$ cat config.mk
export PLATFORM = sky130hd
export DESIGN_NAME = apb_master_arbiter_flat
export DESIGN_NICKNAME = d
export VERILOG_FILES = /design/src/rtl/apb_master_arbiter_if.sv /design/src/rtl/apb_master_arbiter.sv /design/src/flat_wrapper.sv
export SDC_FILE = /design/constraint.sdc
export NUM_CORES = 1
export LEC_CHECK = 0
export CORE_MARGIN = 5
export CORE_UTILIZATION = 40
export CTS_BUF_LIST = sky130_fd_sc_hd__clkbuf_16
export CTS_CLUSTER_SIZE = 12
export DETAILED_ROUTE_END_ITERATION = 8
export PLACE_DENSITY = 0.92
export SYNTH_ARGS = -nofsm -noshare
export SYNTH_HDL_FRONTEND = slang
export SYNTH_SLANG_ARGS = --single-unit
$ cat constraint.sdc
create_clock -name clk -period 4.07 [get_ports clk]
set_clock_uncertainty 0.2 [all_clocks]
set_input_delay 0.407 -clock clk [delete_from_list [all_inputs] [get_ports clk]]
set_output_delay 0.407 -clock clk [all_outputs]
set_load 0.05 [all_outputs]
$ cat src/rtl/apb_master_arbiter_if.sv
// ---------------------------------------------------------------------------
// apb_master_arbiter_if
//   APB bus bundle between the arbiter (master side) and a single APB
//   completer (slave side).
//
//   Signals:
//     psel, penable, pwrite  - transfer control, driven by the master
//     paddr[11:0]            - register address, driven by the master
//     pstrb[3:0]             - write byte strobes, driven by the master
//     pwdata[31:0]           - write data, driven by the master
//     prdata[31:0]           - read data, driven by the completer
//     pready                 - transfer complete, driven by the completer
//     pslverr                - transfer error, driven by the completer
// ---------------------------------------------------------------------------
interface apb_master_arbiter_if;
  logic        psel;
  logic        penable;
  logic        pwrite;
  logic [11:0] paddr;
  logic [3:0]  pstrb;
  logic [31:0] pwdata;
  logic [31:0] prdata;
  logic        pready;
  logic        pslverr;

  modport master (
    output psel, penable, pwrite, paddr, pstrb, pwdata,
    input  prdata, pready, pslverr
  );

  modport slave (
    input  psel, penable, pwrite, paddr, pstrb, pwdata,
    output prdata, pready, pslverr
  );
endinterface

$ cat src/rtl/apb_master_arbiter.sv
// ---------------------------------------------------------------------------
// apb_master_arbiter
//   Two-requester APB master. Each requester holds req_valid high until it
//   receives its one-cycle req_done pulse. A round-robin arbiter picks one
//   eligible requester in IDLE, the FSM then runs a standard APB
//   SETUP/ACCESS transfer and returns the completion response.
//
//   Parameters:
//     TIMEOUT_CYCLES - ACCESS wait cycles (pready=0) tolerated before the
//                      transfer is aborted with an error. Only used when the
//                      APB_TIMEOUT_EN macro is defined.
//
//   Optional feature:
//     `define APB_TIMEOUT_EN enables the ACCESS wait-state timeout. Without
//     it ACCESS waits for pready indefinitely.
//
//   Ports:
//     clk              - clock, all state on the rising edge
//     preset           - asynchronous active-high reset
//     req_valid[1:0]   - per-requester request
//     req_write[1:0]   - per-requester direction, 1 = write
//     req_addr[23:0]   - {req1 addr[11:0], req0 addr[11:0]}
//     req_wdata[63:0]  - {req1 wdata, req0 wdata}
//     req_strb[7:0]    - {req1 strb, req0 strb}
//     req_done[1:0]    - one-cycle completion pulse per requester
//     rsp_rdata[31:0]  - read data, valid with req_done
//     rsp_err          - error flag, valid with req_done
//     apb              - APB master bus (apb_master_arbiter_if.master)
// ---------------------------------------------------------------------------
module apb_master_arbiter #(
  parameter int TIMEOUT_CYCLES = 16
) (
  input  logic                        clk,
  input  logic                        preset,
  input  logic [1:0]                  req_valid,
  input  logic [1:0]                  req_write,
  input  logic [23:0]                 req_addr,
  input  logic [63:0]                 req_wdata,
  input  logic [7:0]                  req_strb,
  output logic [1:0]                  req_done,
  output logic [31:0]                 rsp_rdata,
  output logic                        rsp_err,
  apb_master_arbiter_if.master        apb
);

  typedef enum logic [1:0] {
    ST_IDLE   = 2'd0,
    ST_SETUP  = 2'd1,
    ST_ACCESS = 2'd2
  } state_t;

  state_t      state_q,   state_d;
  logic        psel_q,    psel_d;
  logic        penable_q, penable_d;
  logic        pwrite_q,  pwrite_d;
  logic [11:0] paddr_q,   paddr_d;
  logic [3:0]  pstrb_q,   pstrb_d;
  logic [31:0] pwdata_q,  pwdata_d;
  logic [1:0]  done_q,    done_d;
  logic [31:0] rdata_q,   rdata_d;
  logic        err_q,     err_d;
  logic        grant_q,   grant_d;
  logic        last_q,    last_d;

  logic [1:0]  eligible;
  logic        winner;

`ifdef APB_TIMEOUT_EN
  localparam int TO_W = (TIMEOUT_CYCLES < 2) ? 1 : $clog2(TIMEOUT_CYCLES + 1);
  localparam logic [TO_W-1:0] TO_LAST = TO_W'(TIMEOUT_CYCLES - 1);
  logic [TO_W-1:0] cnt_q, cnt_d;
`endif

  // A requester whose done pulse is still visible has just been served and
  // must sit out this IDLE cycle; this also guarantees the one-cycle gap
  // between back-to-back transfers.
  assign eligible = req_valid & ~done_q;

  // Tie goes to whoever was not granted last; otherwise the lone requester.
  always_comb begin
    winner = 1'b0;
    if (eligible == 2'b11) begin
      winner = ~last_q;
    end else begin
      winner = eligible[1];
    end
  end

  always_comb begin
    state_d   = state_q;
    psel_d    = psel_q;
    penable_d = penable_q;
    pwrite_d  = pwrite_q;
    paddr_d   = paddr_q;
    pstrb_d   = pstrb_q;
    pwdata_d  = pwdata_q;
    grant_d   = grant_q;
    last_d    = last_q;
    // Response outputs are pulses: zero unless a completion happens now.
    done_d    = 2'b00;
    rdata_d   = 32'h0;
    err_d     = 1'b0;
`ifdef APB_TIMEOUT_EN
    cnt_d     = cnt_q;
`endif

    unique case (state_q)
      ST_IDLE: begin
        psel_d    = 1'b0;
        penable_d = 1'b0;
        if (|eligible) begin
          state_d  = ST_SETUP;
          psel_d   = 1'b1;
          grant_d  = winner;
          last_d   = winner;
          pwrite_d = winner ? req_write[1] : req_write[0];
          paddr_d  = winner ? req_addr[23:12] : req_addr[11:0];
          // Reads drive zero strobes and data so the bus never carries
          // stale write payload during a read.
          if (winner ? req_write[1] : req_write[0]) begin
            pstrb_d  = winner ? req_strb[7:4]    : req_strb[3:0];
            pwdata_d = winner ? req_wdata[63:32] : req_wdata[31:0];
          end else begin
            pstrb_d  = 4'h0;
            pwdata_d = 32'h0;
          end
        end
      end

      ST_SETUP: begin
        state_d   = ST_ACCESS;
        penable_d = 1'b1;
`ifdef APB_TIMEOUT_EN
        cnt_d     = '0;
`endif
      end

      ST_ACCESS: begin
        if (apb.pready) begin
          state_d          = ST_IDLE;
          psel_d           = 1'b0;
          penable_d        = 1'b0;
          done_d[grant_q]  = 1'b1;
          err_d            = apb.pslverr;
          // Read data is only meaningful for a read that completed cleanly.
          rdata_d          = (!pwrite_q && !apb.pslverr) ? apb.prdata : 32'h0;
        end
`ifdef APB_TIMEOUT_EN
        else if (cnt_q == TO_LAST) begin
          // This is the last tolerated wait cycle: abandon the transfer and
          // report it as an error to the requester.
          state_d         = ST_IDLE;
          psel_d          = 1'b0;
          penable_d       = 1'b0;
          done_d[grant_q] = 1'b1;
          err_d           = 1'b1;
          rdata_d         = 32'h0;
        end else begin
          cnt_d = cnt_q + 1'b1;
        end
`endif
      end

      default: begin
        state_d   = ST_IDLE;
        psel_d    = 1'b0;
        penable_d = 1'b0;
      end
    endcase
  end

  // Last-grant pointer resets to requester 1 so requester 0 wins the first tie.
  always_ff @(posedge clk or posedge preset) begin
    if (preset) begin
      state_q   <= ST_IDLE;
      psel_q    <= 1'b0;
      penable_q <= 1'b0;
      pwrite_q  <= 1'b0;
      paddr_q   <= 12'h0;
      pstrb_q   <= 4'h0;
      pwdata_q  <= 32'h0;
      done_q    <= 2'b00;
      rdata_q   <= 32'h0;
      err_q     <= 1'b0;
      grant_q   <= 1'b0;
      last_q    <= 1'b1;
    end else begin
      state_q   <= state_d;
      psel_q    <= psel_d;
      penable_q <= penable_d;
      pwrite_q  <= pwrite_d;
      paddr_q   <= paddr_d;
      pstrb_q   <= pstrb_d;
      pwdata_q  <= pwdata_d;
      done_q    <= done_d;
      rdata_q   <= rdata_d;
      err_q     <= err_d;
      grant_q   <= grant_d;
      last_q    <= last_d;
    end
  end

`ifdef APB_TIMEOUT_EN
  always_ff @(posedge clk or posedge preset) begin
    if (preset) begin
      cnt_q <= '0;
    end else begin
      cnt_q <= cnt_d;
    end
  end
`endif

  assign apb.psel    = psel_q;
  assign apb.penable = penable_q;
  assign apb.pwrite  = pwrite_q;
  assign apb.paddr   = paddr_q;
  assign apb.pstrb   = pstrb_q;
  assign apb.pwdata  = pwdata_q;

  assign req_done    = done_q;
  assign rsp_rdata   = rdata_q;
  assign rsp_err     = err_q;

endmodule

$ cat src/flat_wrapper.sv
// flat-port wrapper written by rule: the top's interface ports become plain ports
module apb_master_arbiter_flat 
#(
  parameter int TIMEOUT_CYCLES = 16
)
  (clk, preset, req_valid, req_write, req_addr, req_wdata, req_strb, req_done, rsp_rdata, rsp_err, apb_psel, apb_penable, apb_pwrite, apb_paddr, apb_pstrb, apb_pwdata, apb_prdata, apb_pready, apb_pslverr);
  apb_master_arbiter_if apb_i ();
  input  logic clk;
  input  logic preset;
  input  logic [1:0] req_valid;
  input  logic [1:0] req_write;
  input  logic [23:0] req_addr;
  input  logic [63:0] req_wdata;
  input  logic [7:0] req_strb;
  output logic [1:0] req_done;
  output logic [31:0] rsp_rdata;
  output logic rsp_err;
  output wire logic [$bits(apb_i.psel)-1:0] apb_psel;
  output wire logic [$bits(apb_i.penable)-1:0] apb_penable;
  output wire logic [$bits(apb_i.pwrite)-1:0] apb_pwrite;
  output wire logic [$bits(apb_i.paddr)-1:0] apb_paddr;
  output wire logic [$bits(apb_i.pstrb)-1:0] apb_pstrb;
  output wire logic [$bits(apb_i.pwdata)-1:0] apb_pwdata;
  input wire logic [$bits(apb_i.prdata)-1:0] apb_prdata;
  input wire logic [$bits(apb_i.pready)-1:0] apb_pready;
  input wire logic [$bits(apb_i.pslverr)-1:0] apb_pslverr;
  assign apb_psel = apb_i.psel;
  assign apb_penable = apb_i.penable;
  assign apb_pwrite = apb_i.pwrite;
  assign apb_paddr = apb_i.paddr;
  assign apb_pstrb = apb_i.pstrb;
  assign apb_pwdata = apb_i.pwdata;
  assign apb_i.prdata = apb_prdata;
  assign apb_i.pready = apb_pready;
  assign apb_i.pslverr = apb_pslverr;
  apb_master_arbiter #(.TIMEOUT_CYCLES(TIMEOUT_CYCLES)) u_core (.clk(clk), .preset(preset), .req_valid(req_valid), .req_write(req_write), .req_addr(req_addr), .req_wdata(req_wdata), .req_strb(req_strb), .req_done(req_done), .rsp_rdata(rsp_rdata), .rsp_err(rsp_err), .apb(apb_i));
endmodule
==> flow_metrics.env <==
export IMPL_critPathLaunchType="input port"
export IMPL_grt_overflow=0
export IMPL_crit_start="req_valid[0]"
export IMPL_grtUsageMet1=0.2253
export IMPL_ir_worst_vdd_mv=0.3230
export IMPL_worst_pin_slew_ns=1.131
export IMPL_rows=34
export IMPL_crit_cells=5
export IMPL_ctsHoldBuffers=0
export IMPL_synth_edff_count=0
export IMPL_die_y_um=104.6
export IMPL_p_per_area_nw_per_um2=747.5
export IMPL_drive_gt1_frac=0.04918
export IMPL_post_route_min_period_ns=2.328
export IMPL_total_power_w=0.004583
export IMPL_core_sq_um=8721
export IMPL_register_area_sq_um=2253
export IMPL_dr_pass1_iters=4
export IMPL_min_to="u_core.req_done[0]"
export IMPL_slowest_delay_ns=0.87
export IMPL_reg2reg_to="u_core.apb.pwdata[13]"
export IMPL_syn_inst=330
export IMPL_postSynthAreaPerCell_sq_um=10.85
export IMPL_grt_setup_unrepaired="no"
export IMPL_cp_max_fo=37
export IMPL_ys_warn_count=0
export IMPL_design_area_sq_um=6131
export IMPL_io_pins=222
export IMPL_netlist_area_sq_um=3581
export IMPL_async_flop_share=1.000
export IMPL_grt_use_met2=0.3647
export IMPL_post_cts_buffers=0
export IMPL_viasPerCell=5.012
export IMPL_clock_tree_root_cell="clkbuf_16"
export IMPL_hold_depth=1
export IMPL_r2r_cells=4
export IMPL_fp_dieArea_sq_um=10940
export IMPL_diodes=0
export IMPL_finalCritPeriodShare=0.5721
export IMPL_hpwl_mm=8.567
export IMPL_clkSinkCount=90
export IMPL_finalSetupViolCount=0
export IMPL_hold_class="flop to flop"
export IMPL_postCtsResizedCells=0
export IMPL_clk_insertion_delay_late_ns=0.32
export IMPL_yosys_most_used_dff="dfrtp_1"
export IMPL_via_count=3293
export IMPL_drtIter0Drc=111
export IMPL_synth_seq_cells=90
export IMPL_cp_data_required_time_ns=4.12
export IMPL_hold_violations=0
export IMPL_r2r_start="u_core.last_q"
export IMPL_cts_buffers=9
export IMPL_maxCapViolCount=0
export IMPL_yosysUniqueCellTypes=27
export IMPL_grt_busiest_layer="met2"
export IMPL_crit_slowest_cell="a21boi_4"
export IMPL_synth_area_leaders="dfrtp_1 62%, a22oi_1 7.5%, nor2_1 5.7%"
export IMPL_drv_slew=0
export IMPL_crit_family="compound AO/OA/AOI/OAI gates"
export IMPL_antenna_found_initial=0
export IMPL_dieWidth_um=104.6
export IMPL_max_freq_ghz=0.4295
export IMPL_synth_fp_nets=466
export IMPL_synthToLayoutAreaGrowth_pct=71.21
export IMPL_setup_tns_ns=0
export IMPL_synth_top_area_frac=0.6219
export IMPL_multi_input_area_sq_um=1184
export IMPL_track_usage=0.2104
export IMPL_ff2ff_setup_slack_ns=1.81
export IMPL_final_nets=681
export IMPL_drc=0
export IMPL_place_gp_congestion=0.7419
export IMPL_grt_pass1_wl_mm=18.54
export IMPL_p_leak_nw=2.603
export IMPL_num_fill_cells=635
export IMPL_crit_chain="clkdlybuf4s50_1, nand3b_4, a21boi_4, a22oi_1, a21oi_1"
export IMPL_port_buffers=221
export IMPL_status="completed"
export IMPL_ys_seq_area_frac=0.6293
export IMPL_ant_nets=0
export IMPL_critPathKind="input port to flop"
export IMPL_yosysTopAreaCell="dfrtp_1"
export IMPL_min_from="u_core.grant_q"
export IMPL_grt_max_degree=46
export IMPL_wl_per_cell_um=17.24
export IMPL_place_area_sq_um=5846
export IMPL_cts_max_level=3
export IMPL_relSlewSlack=0.2442
export IMPL_drt_wl_total_mm=11.33
export IMPL_grt_use_met3=0.1079
export IMPL_worstPathArrival_ns=2.38
export IMPL_cp_end_kind="flop"
export IMPL_clock_path_buffers=2
export IMPL_start_util=0.4106
export IMPL_cts_clk_slew_worst_paths_ns=0.07
export IMPL_grt_pass1_vias=3633
export IMPL_cp_num_buf_inv=1
export IMPL_cts_tree="done"
-- logic make-up (layout without fill, tap and decap cells) --
| kind of cell | count (synthesis) | after routing | synth area share |
|---|---|---|---|
| AOI/OAI and AO/OA | 91 | 91 | 0.1628 |
| buffers and inverters | 27 | 246 | 0.04193 |
| DFF | 90 | 90 | 0.6293 |
| muxes | 1 | 1 | 0.003144 |
| and+or+nand+nor | 121 | 121 | 0.1628 |
-- state kept, by name (all words and copies together), names as in the netlist --
signal / count
u_core.apb.paddr: 12
u_core.grant_q: 1
u_core.last_q: 1
u_core.req_done: 2
u_core.rsp_rdata: 32
u_core.state_q: 2
u_core.apb.penable: 1
u_core.apb.psel: 1
u_core.apb.pstrb: 4
u_core.apb.pwdata: 32
u_core.apb.pwrite: 1
u_core.rsp_err: 1
-- layer usage --
layer	part of all wire	wire length, um
met1	0.35	3926
met5	0	0
met4	0.023	256
met2	0.52	5841
met3	0.12	1303
-- cell usage after synthesis (2+ instances only) --
cell type  number
dfrtp_1        89
nor2_1         54
a21oi_1        37
a22oi_1        36
and2_1         32
nand2_1        26
a31oi_1        12
clkbuf_1        9
buf_2           6
buf_4           5
inv_1           4
buf_6           3
nand2b_1        2
o21ai_0         2
-- cell type report --
class,count,area share
sequential,90,0.3676
multi-input combinational,213,0.1931
inverter,4,0.002653
clock inverter,6,0.009796
clock buffer,9,0.03673
timing repair buffer,227,0.3682
tap,108,0.02204
-- worst max path at each step --
stage                       endpoint  slack, ns
2_1_floorplan    u_core.apb.paddr[0]       1.13
5_1_grt          u_core.apb.pstrb[3]       1.63
4_1_cts        u_core.apb.pwdata[13]       1.77
3_3_place_gp   u_core.apb.pwdata[14]       1.55
3_5_place_dp   u_core.apb.pwdata[13]       1.43
6_report       u_core.apb.pwdata[13]       1.74
-- per-stage QoR --
stage          setup WS [ns]  cells  hold WS (ns)  utilization
6_report               1.742    657        0.2181       0.7030
5_1_grt                1.628    657        0.2550       0.7030
4_1_cts                1.766    657        0.2231       0.7030
3_5_place_dp           1.428    642        0.2167       0.6703
3_3_place_gp           1.547    642        0.2122       0.6703
2_1_floorplan          1.129    330        0.2032            -
-- power by group --
group / total (W) / internal [W] / switching (W)
sequential: 0.00137 / 0.00120 / 0.000167
clock: 0.000805 / 0.000468 / 0.000337
combinational: 0.00241 / 0.000820 / 0.00159
-- worst register-to-register path: stages, from the launching register on --
cell	delay (ns)
dfstp_2	0.55
nand3b_4	0.10
a21boi_4	0.87
a22oi_1	0.25
a21oi_1	0.22
-- placed cells by master (no fill, tap or decap), types with 3 or more instances in the layout --
| cell type | instances |
|---|---|
| dfrtp_1 | 89 |
| inv_1 | 4 |
| nor2_1 | 54 |
| a21oi_1 | 37 |
| clkinvlp_4 | 3 |
| nand2_1 | 26 |
| buf_4 | 6 |
| and2_1 | 32 |
| a22oi_1 | 36 |
| clkdlybuf4s50_1 | 221 |
| a31oi_1 | 12 |
| clkbuf_16 | 9 |
(Power assumes the default switching activity.)
